**src/rtl/riscv_pkg.sv**
```systemverilog
// Shared core types: MEM-stage data bus controller state and default watchdog limit.
package riscv_pkg;

  typedef enum logic [1:0] {
    IDLE,
    REQ,
    WAIT,
    DONE
  } dmem_state_t;

  localparam int DMEM_TIMEOUT_CYCLES = 256;

endpackage

```
**src/rtl/dmem_bus_ctrl.sv**
```systemverilog
// MEM-stage data bus responder: one outstanding valid/ready transaction per held request,
// with a watchdog that converts an unresponsive bus into an access error.
module dmem_bus_ctrl
  import riscv_pkg::*;
#(
  parameter int ADDR_W         = 32,
  parameter int DATA_W         = 32,
  parameter int TIMEOUT_CYCLES = DMEM_TIMEOUT_CYCLES
) (
  input  logic                clk_i,
  input  logic                rst_i,
  input  logic                dmem_periph_req,
  input  logic                dmem_we_i,
  input  logic [ADDR_W-1:0]   dmem_addr_i,
  input  logic [DATA_W-1:0]   dmem_wdata_i,
  input  logic [DATA_W/8-1:0] dmem_wstrb_i,
  output logic                mem_done_o,
  output logic [DATA_W-1:0]   mem_rdata_o,
  output logic                mem_err_o,
  output logic                bus_req_valid_o,
  input  logic                bus_req_ready_i,
  output logic                bus_req_we_o,
  output logic [ADDR_W-1:0]   bus_req_addr_o,
  output logic [DATA_W-1:0]   bus_req_wdata_o,
  output logic [DATA_W/8-1:0] bus_req_wstrb_o,
  input  logic                bus_rsp_valid_i,
  input  logic [DATA_W-1:0]   bus_rsp_rdata_i,
  input  logic                bus_rsp_err_i,
  output dmem_state_t         dbg_state
);

  localparam int WD_W = (TIMEOUT_CYCLES > 0) ? $clog2(TIMEOUT_CYCLES + 1) : 1;
  localparam logic [WD_W-1:0] WD_LAST = (TIMEOUT_CYCLES > 0) ? WD_W'(TIMEOUT_CYCLES - 1) : '0;
  localparam logic [WD_W-1:0] WD_SAT  = '1;

  dmem_state_t     state;
  logic [WD_W-1:0] wd_cnt;
  logic            withdrawn;
  logic            timed_out;
  logic            req_live;

  // Handshake: a request transfers on the cycle bus_req_valid_o && bus_req_ready_i; valid and
  // its payload stay stable until then. Responses have no ready and count only while in WAIT.
  assign timed_out = (TIMEOUT_CYCLES > 0) && (wd_cnt >= WD_LAST);
  assign req_live  = dmem_periph_req && !withdrawn;
  assign dbg_state = state;

  always_ff @(posedge clk_i) begin
    if (rst_i) begin
      state           <= IDLE;
      wd_cnt          <= '0;
      withdrawn       <= 1'b0;
      mem_done_o      <= 1'b0;
      mem_err_o       <= 1'b0;
      mem_rdata_o     <= '0;
      bus_req_valid_o <= 1'b0;
      bus_req_we_o    <= 1'b0;
      bus_req_addr_o  <= '0;
      bus_req_wdata_o <= '0;
      bus_req_wstrb_o <= '0;
    end else begin
      mem_done_o <= 1'b0;
      if (state == REQ || state == WAIT) begin
        if (wd_cnt != WD_SAT) wd_cnt <= wd_cnt + WD_W'(1);
        if (!dmem_periph_req) withdrawn <= 1'b1;
      end
      case (state)
        IDLE: begin
          if (dmem_periph_req) begin
            bus_req_we_o    <= dmem_we_i;
            bus_req_addr_o  <= dmem_addr_i;
            bus_req_wdata_o <= dmem_wdata_i;
            bus_req_wstrb_o <= dmem_we_i ? dmem_wstrb_i : '0;
            bus_req_valid_o <= 1'b1;
            wd_cnt          <= '0;
            withdrawn       <= 1'b0;
            state           <= REQ;
          end
        end
        REQ: begin
          if (bus_req_ready_i) begin
            bus_req_valid_o <= 1'b0;
            state           <= WAIT;
          end else if (timed_out) begin
            bus_req_valid_o <= 1'b0;
            mem_rdata_o     <= '0;
            mem_err_o       <= 1'b1;
            mem_done_o      <= req_live;
            state           <= DONE;
          end
        end
        WAIT: begin
          if (bus_rsp_valid_i) begin
            mem_rdata_o <= bus_rsp_rdata_i;
            mem_err_o   <= bus_rsp_err_i;
            mem_done_o  <= req_live;
            state       <= DONE;
          end else if (timed_out) begin
            mem_rdata_o <= '0;
            mem_err_o   <= 1'b1;
            mem_done_o  <= req_live;
            state       <= DONE;
          end
        end
        DONE: begin
          // The request still high here belongs to the instruction just completed.
          mem_err_o <= 1'b0;
          state     <= IDLE;
        end
        default: state <= IDLE;
      endcase
    end
  end

endmodule

```
**config.mk**
```make
export PLATFORM = sky130hd
export DESIGN_NAME = dmem_bus_ctrl
export DESIGN_NICKNAME = d
export VERILOG_FILES = /design/src/rtl/riscv_pkg.sv /design/src/rtl/dmem_bus_ctrl.sv
export SDC_FILE = /design/constraint.sdc
export NUM_CORES = 1
export LEC_CHECK = 0
export BUFFER_PORTS_ARGS = -buffer_cell sky130_fd_sc_hd__buf_2
export CAP_MARGIN = 20
export CORE_MARGIN = 2
export CORE_UTILIZATION = 45
export CTS_BUF_LIST = sky130_fd_sc_hd__clkbuf_16
export CTS_CLUSTER_DIAMETER = 200
export DETAILED_ROUTE_END_ITERATION = 8
export PLACE_DENSITY = 0.86
export SLEW_MARGIN = 20
export SYNTH_ARGS = -nofsm -noshare
export SYNTH_HDL_FRONTEND = slang
export SYNTH_SLANG_ARGS = --single-unit
export TNS_END_PERCENT = 100
```
**constraint.sdc**
```tcl
create_clock -name clk_i -period 1.8 [get_ports clk_i]
set_input_delay 0.18 -clock clk_i [delete_from_list [all_inputs] [get_ports clk_i]]
set_output_delay 0.18 -clock clk_i [all_outputs]
set_load 0.02 [all_outputs]
```
==> results.md, run 1 <==
- Status: completed
- Vias in the first global route: 4020
- Total Power: 8.00 mW
- Fin nets: 818
- Area grow syn2layout: 48.2%
- Initial DRC count: 172
- Sink Count: ~120
- Most frequent cells in the layout: 212 x buf_2, 141 x nand2_1, 114 x dfxtp_1, 77 x a21oi_1, 32 x a22o_1
- Total negative setup slack: 0 ns
- Yosys top cell area share: approximately 55%
- Cell count after synthesis: 469
- Fraction of layout cells with a size suffix above 1: 37.3%
- Cts bufs inserted: 17
- Startpoint class of the critical path: register
- RSZ-0062 raised after global routing: false
- WS Path Type: reg -> reg
- Die Footprint: approximately 0.010 mm²
- Yosys reg bits: between 100 and 150
- Hold/Removal Path Class: in -> reg
- Initial antenna violation count: 0
- Clock Tree Root: clkbuf_16
- Critical path capture point type: register
- Final Wtd Congestion: 0.811
- H-tree Lvls: 4
- Clock Tree Buf Depth: 2
- Peak VDD IR: 0.00118 V
- Register area share after synthesis: between 50% and 60%
- 1st-pass router iterations: 4
- Slew @ Worst Pin: 0.484 ns
- GRT overflow: 0
- Clock skew: between 0.007 and 0.008 ns
- Slowest CP cell: dfxtp_1
- HPWL after detailed placement: 8.24 mm
- CP Max Fanout: 5
- Synth warn: 0
- Fmax achieved: 586 MHz
- WL per Instance: 14.4 µm
- Fin. Hold Viols: 0
- Slew HR: between 60% and 70%
- Slowest stage delay, CP: 0.36 ns
- IO Port Bufs: 212
- Core Region: roughly 0.0092 mm²
- I/O pins: 213
- Die width: 101 µm
- Vias/cell: slightly above 5
- Post-route ant nets: 0
- Ant. Diodes: 0
- Max Slew Vio Count: 0
- Post-Syn Area: 0.00420 mm²
- Clk slew on worst S/H paths: 0.05 ns
- Maxcap violations: 0
- Post-Syn Area per Cell: 8.95 µm²
- RR Startpoint: wd_cnt[0]
- Via Count: between 4000 and 5000
- Placed inst area: 0.00535 mm²
- Largest net degree at the start of global routing: 51
- Crit-path cells: ha_1, a21oi_2, nor3_4, or3_1, o311a_1
- Clock Latency Late Sink: 0.40 ns
- DRC: 0
- CTS tree: yes
- Gr usage total: 22.9%
- Critical path arrival: 1.98 ns
- Top cells by area, synth: dfxtp_1 55%, nand2_1 13%, a21oi_1 9.3%
- Final instance area: 0.00622 mm²
- Starting density of the core: 45.9%
- Setup ws final: 0.0927 ns
- Place WS: 0.0487 ns
- Worst Setup SP: wd_cnt[0]
- Setup bufs post-CTS: 0
- Leakage power: 2.95 nW
- Routed WL: 11.9 mm
- Hold WS: 0.0167 ns
- Cell taking the most area after synthesis: dfxtp_1
- Period utilization: 94.8%
- PwrDens: around 1300 mW/mm²
- Final setup vio count: 0
- Worst hold start: bus_rsp_rdata_i[30]
- Rows: 35
- Global-route wire length before repair: between 15 and 20 mm
- Min cycle time layout: 1.71 ns
- Synthesized net count: 582
- Critical Path RT: 2.07 ns
- Most common cell after layout, fill and taps aside: buf_2
- Chip height: 101 µm
- Netlist cell types: 39
==> area by class of cell <==
type,instances,area [µm²]
multi-input cells,318,1730
well taps,111,139
fillers,692,2930
inverters,5,18.8
clock buffers,17,425
flip-flops and latches,116,2320
clock inverters,15,164
repair buffers,247,1420
==> critical path: cells and delay by family (launching register included) <==
kind,cells,cell delay (ns)
compound gates,2,0.55
simple gates,2,0.39
flops,1,0.36
fa+ha+maj,1,0.28
==> final timing paths <==
| kind | endpoint | slack (ns) | cells past startpoint |
|---|---|---|---|
| worst max register to register | dbg_state[1] | 0.09 | 5 |
| worst min register to register | bus_req_wstrb_o[1] | 0.44 | 2 |
| worst max-delay path | dbg_state[1] | 0.09 | 5 |
| worst min-delay path | mem_rdata_o[30] | 0.02 | 2 |
==> stage by stage <==
| stage | util [%] | std cells |
|---|---|---|
| global route | 67.9 | 829 |
| CTS | 67.7 | 828 |
| finish | 67.9 | 829 |
| global placement | 58.5 | 771 |
| detailed placement | 58.5 | 771 |
| floorplan | - | 469 |
==> flip-flops by register name (all words and copies together) (netlist names) <==
register,cells
mem_rdata_o,32
bus_req_wdata_o,32
mem_err_o,1
withdrawn,1
dbg_state,2
mem_done_o,1
bus_req_addr_o,32
bus_req_we_o,1
bus_req_wstrb_o,4
bus_req_valid_o,1
wd_cnt,9
==> cells in the mapped netlist <==
cell and instances:
a2111oi_0 1, and3_1 1, a22o_1 32, nand4_1 1, and4_1 2, or3_1 2, o31ai_2 2, o22ai_1 1
and4_4 1, buf_1 2, buf_2 12, and2_1 1, nand2b_1 1, nand3_4 2, ha_1 6, nand3_1 7
o211a_1 1, nor2b_1 1, xor2_1 1, nand2_1 142, buf_6 3, nor2_1 12, nor3_2 1, o311ai_1 1
clkbuf_1 13, a31oi_1 3, o22ai_2 1, o21ai_0 5, a21oi_1 78, dfxtp_1 116, o21ai_1 1, a211oi_1 2
inv_1 5, a211oi_2 2, o311a_1 1, mux2i_1 1, nor3_4 1, a21oi_2 1, nor3_1 3
==> timing repair <==
item	CTS	global route
hold endpoints to repair	25	1
hold buffers	25	1
setup endpoints to repair	0	32
gates resized for setup	0	5
==> power by group <==
group | internal (mW) | total, mW | switching [mW]
sequential | 2.84 | 2.99 | 0.147
clock | 2.16 | 3.29 | 1.14
combinational | 0.626 | 1.72 | 1.09
total | 5.62 | 8.00 | 2.38
==> kinds of logic after synthesis <==
logic type | synth area share (%)
fa+ha+maj | 1.79
compound gates | 20.2
flops | 55.3
xor+xnor | 0.209
simple gates | 18.2
mux | 0.239
buf+inv | 4.03
==> routing by layer <==
metal  wire length, µm  GRT usage [%]  vias to the layer above
met5                 0              0                        -
met4               340           11.8                        0
met3               565           6.10                       31
met2              6180           40.1                      160
met1              4830           25.5                     1953
li1                  -              -                     2088
Note: power is estimated with default switching activity, not from simulation.
==> inputs of run 2 (changes only) <==
--- a/config.mk
+++ b/config.mk
@@ -9,7 +9,6 @@
 export CAP_MARGIN = 20
 export CORE_MARGIN = 2
 export CORE_UTILIZATION = 45
-export CTS_BUF_LIST = sky130_fd_sc_hd__clkbuf_16
 export CTS_CLUSTER_DIAMETER = 200
 export DETAILED_ROUTE_END_ITERATION = 8
 export PLACE_DENSITY = 0.86
==> run 2 against run 1 <==
Hold slack gained 0.048 ns; critical endpoint is now mem_rdata_o[1]; design area grew 12%; clock power grew 2%; count of clock-buffer cells in the layout grew 3; critical path depth grew 2; global-route usage grew 6.6 points; final cell count grew 9.0%; clock skew grew 0.0056 ns; sequential share of layout area shrank 4.1 points; via count grew 13%.
==> results.md, run 2 (synthesis gave the netlist of run 1 again) <==
- Crit-path cells: inv_1, ha_2, nand2_1, nand2_1, o22ai_2, buf_8, a22o_1
- Final setup vio count: 0 (unchanged)
- 1st-pass router iterations: 5 (+1)
- Min cycle time layout: 1.74 ns (+0.0322 ns)
- Worst reg2reg path depth: 7 (+2)
- Fin. Hold Viols: 0 (unchanged)
- Die width: 101 µm (unchanged)
- Clk slew on worst S/H paths: 0.06 ns (about the same)
- Core Region: 0.00915 mm² (unchanged)
- Reg-to-reg slack, setup: 0.06 ns (-0.03 ns)
- Clock Tree Buf Depth: 2 (unchanged)
- CP bufs+invs: 2 (+2)
- Routed WL: 15.1 mm (+27%)
- Area grow syn2layout: 66.4%
- Clock Latency Late Sink: 0.50 ns (+0.10 ns)
- Critical Path RT: 2.23 ns (+0.16 ns)
- Sink Count: 116 (unchanged)
- RR Startpoint: dbg_state[0]
- Slew @ Worst Pin: 0.501 ns (+0.0165 ns)
- Maxcap violations: 0 (unchanged)
- Status: completed
- IO Port Bufs: 212 (unchanged)
- Startpoint class of the critical path: register
- Fraction of layout cells with a size suffix above 1: 34.0% (-3.3 points)
- Chip height: 101 µm (unchanged)
- CTS tree: yes
- Slowest stage delay, CP: 0.36 ns (about the same)
- Most frequent cells in the layout: 212 x buf_2, 141 x nand2_1, 114 x dfxtp_1, 101 x dlygate4sd3_1, 77 x a21oi_1
- Worst hold start: bus_rsp_err_i
- Largest regs: bus_req_addr_o: 32 flops, bus_req_wdata_o: 32 flops, mem_rdata_o: 32 flops
- RSZ-0062 raised after global routing: true
- Global-route wire length before repair: 23.5 mm (+28%)
- Slowest CP cell: dfxtp_2
- Cts bufs inserted: 17 (unchanged)
- Peak VDD IR: 0.000853 V (-28%)
- Vias in the first global route: 4918 (+22%)
- HPWL after detailed placement: 8.24 mm (unchanged)
- Hold path endpoint: mem_err_o
- Register area: 0.00232 mm² (unchanged)
- Ant. Diodes: 0 (unchanged)
- Critical path arrival: 2.17 ns (+0.19 ns)
- Slew HR: 66.6% (-1.1 points)
- Initial DRC count: 275 (+60%)
- Gr usage total: 29.5% (+6.6 points)
- Starting density of the core: 45.9% (unchanged)
- Worst r2r dst: mem_rdata_o[1]
- Setup bufs post-CTS: 0 (unchanged)
- Max Slew Vio Count: 0 (unchanged)
- Area of the multi-input gates: 0.00173 mm² (unchanged)
- Rows: 35 (unchanged)
- CP Max Fanout: 32 (+27)
- Critical path capture point type: register
- Hold/Removal Path Class: in -> reg
- Filler Cell Count: 529 (-24%)
- Vias/cell: 5.30 (+3.9%)
- WS Path Type: reg -> reg
- Clock Tree Root: clkbuf_8
- Via Count: 4794 (+13%)
- Final Util: 76.3% (+8.3 points)
- GRT overflow: 0 (unchanged)
- PwrDens: 1190 mW/mm² (-7.9%)
- Finished Layout Cells: 904 (+9.0%)
- Post-route ant nets: 0 (unchanged)
- Clock skew: 0.0126 ns (+0.00558 ns)
- Placed Cells: 771 (unchanged)
- Fmax achieved: 575 MHz (-1.9%)
- Largest net degree at the start of global routing: 51 (unchanged)
- Fin nets: 893 (+9.2%)
- Worst Setup SP: dbg_state[0]
- Crit path max-delay family: compound AO/OA/AOI/OAI gates
- Most common cell on crit path: nand2_1
- DRC: 0 (unchanged)
- Final Wtd Congestion: 0.811 (unchanged)
- Die Footprint: 0.0101 mm² (unchanged)
- H-tree Lvls: 4 (unchanged)
- Most common cell after layout, fill and taps aside: buf_2
- I/O pins: 213 (unchanged)
- WL per Instance: 16.7 µm (+16%)
- Period utilization: 96.6% (+1.8 points)
- Hold path cells: 3 (+1)
- Initial antenna violation count: 0 (unchanged)
- Leakage power: 3.27 nW (+11%)
==> run 2: changes by cell type in the layout (fill, tap and decap cells not counted), sizes merged <==
| cell | previous run | this run |
|---|---|---|
| clkinv | 6 | 4 |
| clkbuf | 17 | 20 |
| dlygate4sd3 | 26 | 101 |
| inv | 7 | 6 |
==> run 2: per-stage QoR <==
| step | instance area, µm² | hold slack, ns | worst slack, ns | total power [mW] | setup TNS, ns |
|---|---|---|---|---|---|
| 2_1_floorplan | 4200 | 0.313 | 0.0970 | 4.10 | 0 |
| 3_3_place_gp | 5350 | 0.395 | 0.179 | 4.60 | 0 |
| 3_5_place_dp | 5350 | 0.399 | 0.0487 | 4.69 | 0 |
| 4_1_cts | 6970 | 0.0367 | 0.0291 | 8.22 | 0 |
| 5_1_grt | 6980 | 0.0718 | -0.0264 | 8.60 | -0.0769 |
| 6_report | 6980 | 0.0647 | 0.0605 | 8.28 | 0 |
==> run 2: area by class of cell <==
class / count / share of cell area, %
inverter: 5 / 0.269
timing repair buffer: 322 / 31.2
clock buffer: 20 / 6.38
tap: 111 / 1.99
clock inverter: 12 / 2.19
sequential: 116 / 33.3
multi-input combinational: 318 / 24.7
==> run 2: worst max path at each step <==
stage	end	slack, ns	depth (start not counted)
floorplan	wd_cnt[5]	0.1	6
global placement	mem_rdata_o[25]	0.18	7
detailed placement	mem_rdata_o[6]	0.05	7
CTS	mem_rdata_o[15]	0.03	7
global route	mem_rdata_o[1]	-0.03	7
finish	mem_rdata_o[1]	0.06	7
==> run 2: worst min-delay path, stage by stage <==
cell and delay, ns:
buf_2 0.10, o22ai_1 0.14, a211oi_2 0.09
==> run 2: layer usage <==
metal,up-vias,track usage [%],part of all wire [%],wire [µm]
met5,-,0,0,0
met4,0,18.8,4.7,716
met3,68,7.21,6.8,1030
met2,257,52.2,51,7760
met1,2230,31.2,37,5620
li1,2239,-,-,-
==> run 2: timing repair <==
action	CTS	global route
cloned	0	0
hold buffers	101	0
endpoints found under the setup margin	32	34
endpoints found under the hold margin	101	0
gates resized for setup	1	5
==> run 2: where the power goes <==
group	leakage [nW]	switching [mW]	internal, mW	total, mW
registers	0.947	0.169	2.84	3.01
logic	2.04	1.18	0.736	1.92
clock network	0.283	1.17	2.18	3.35
total	3.27	2.52	5.76	8.28
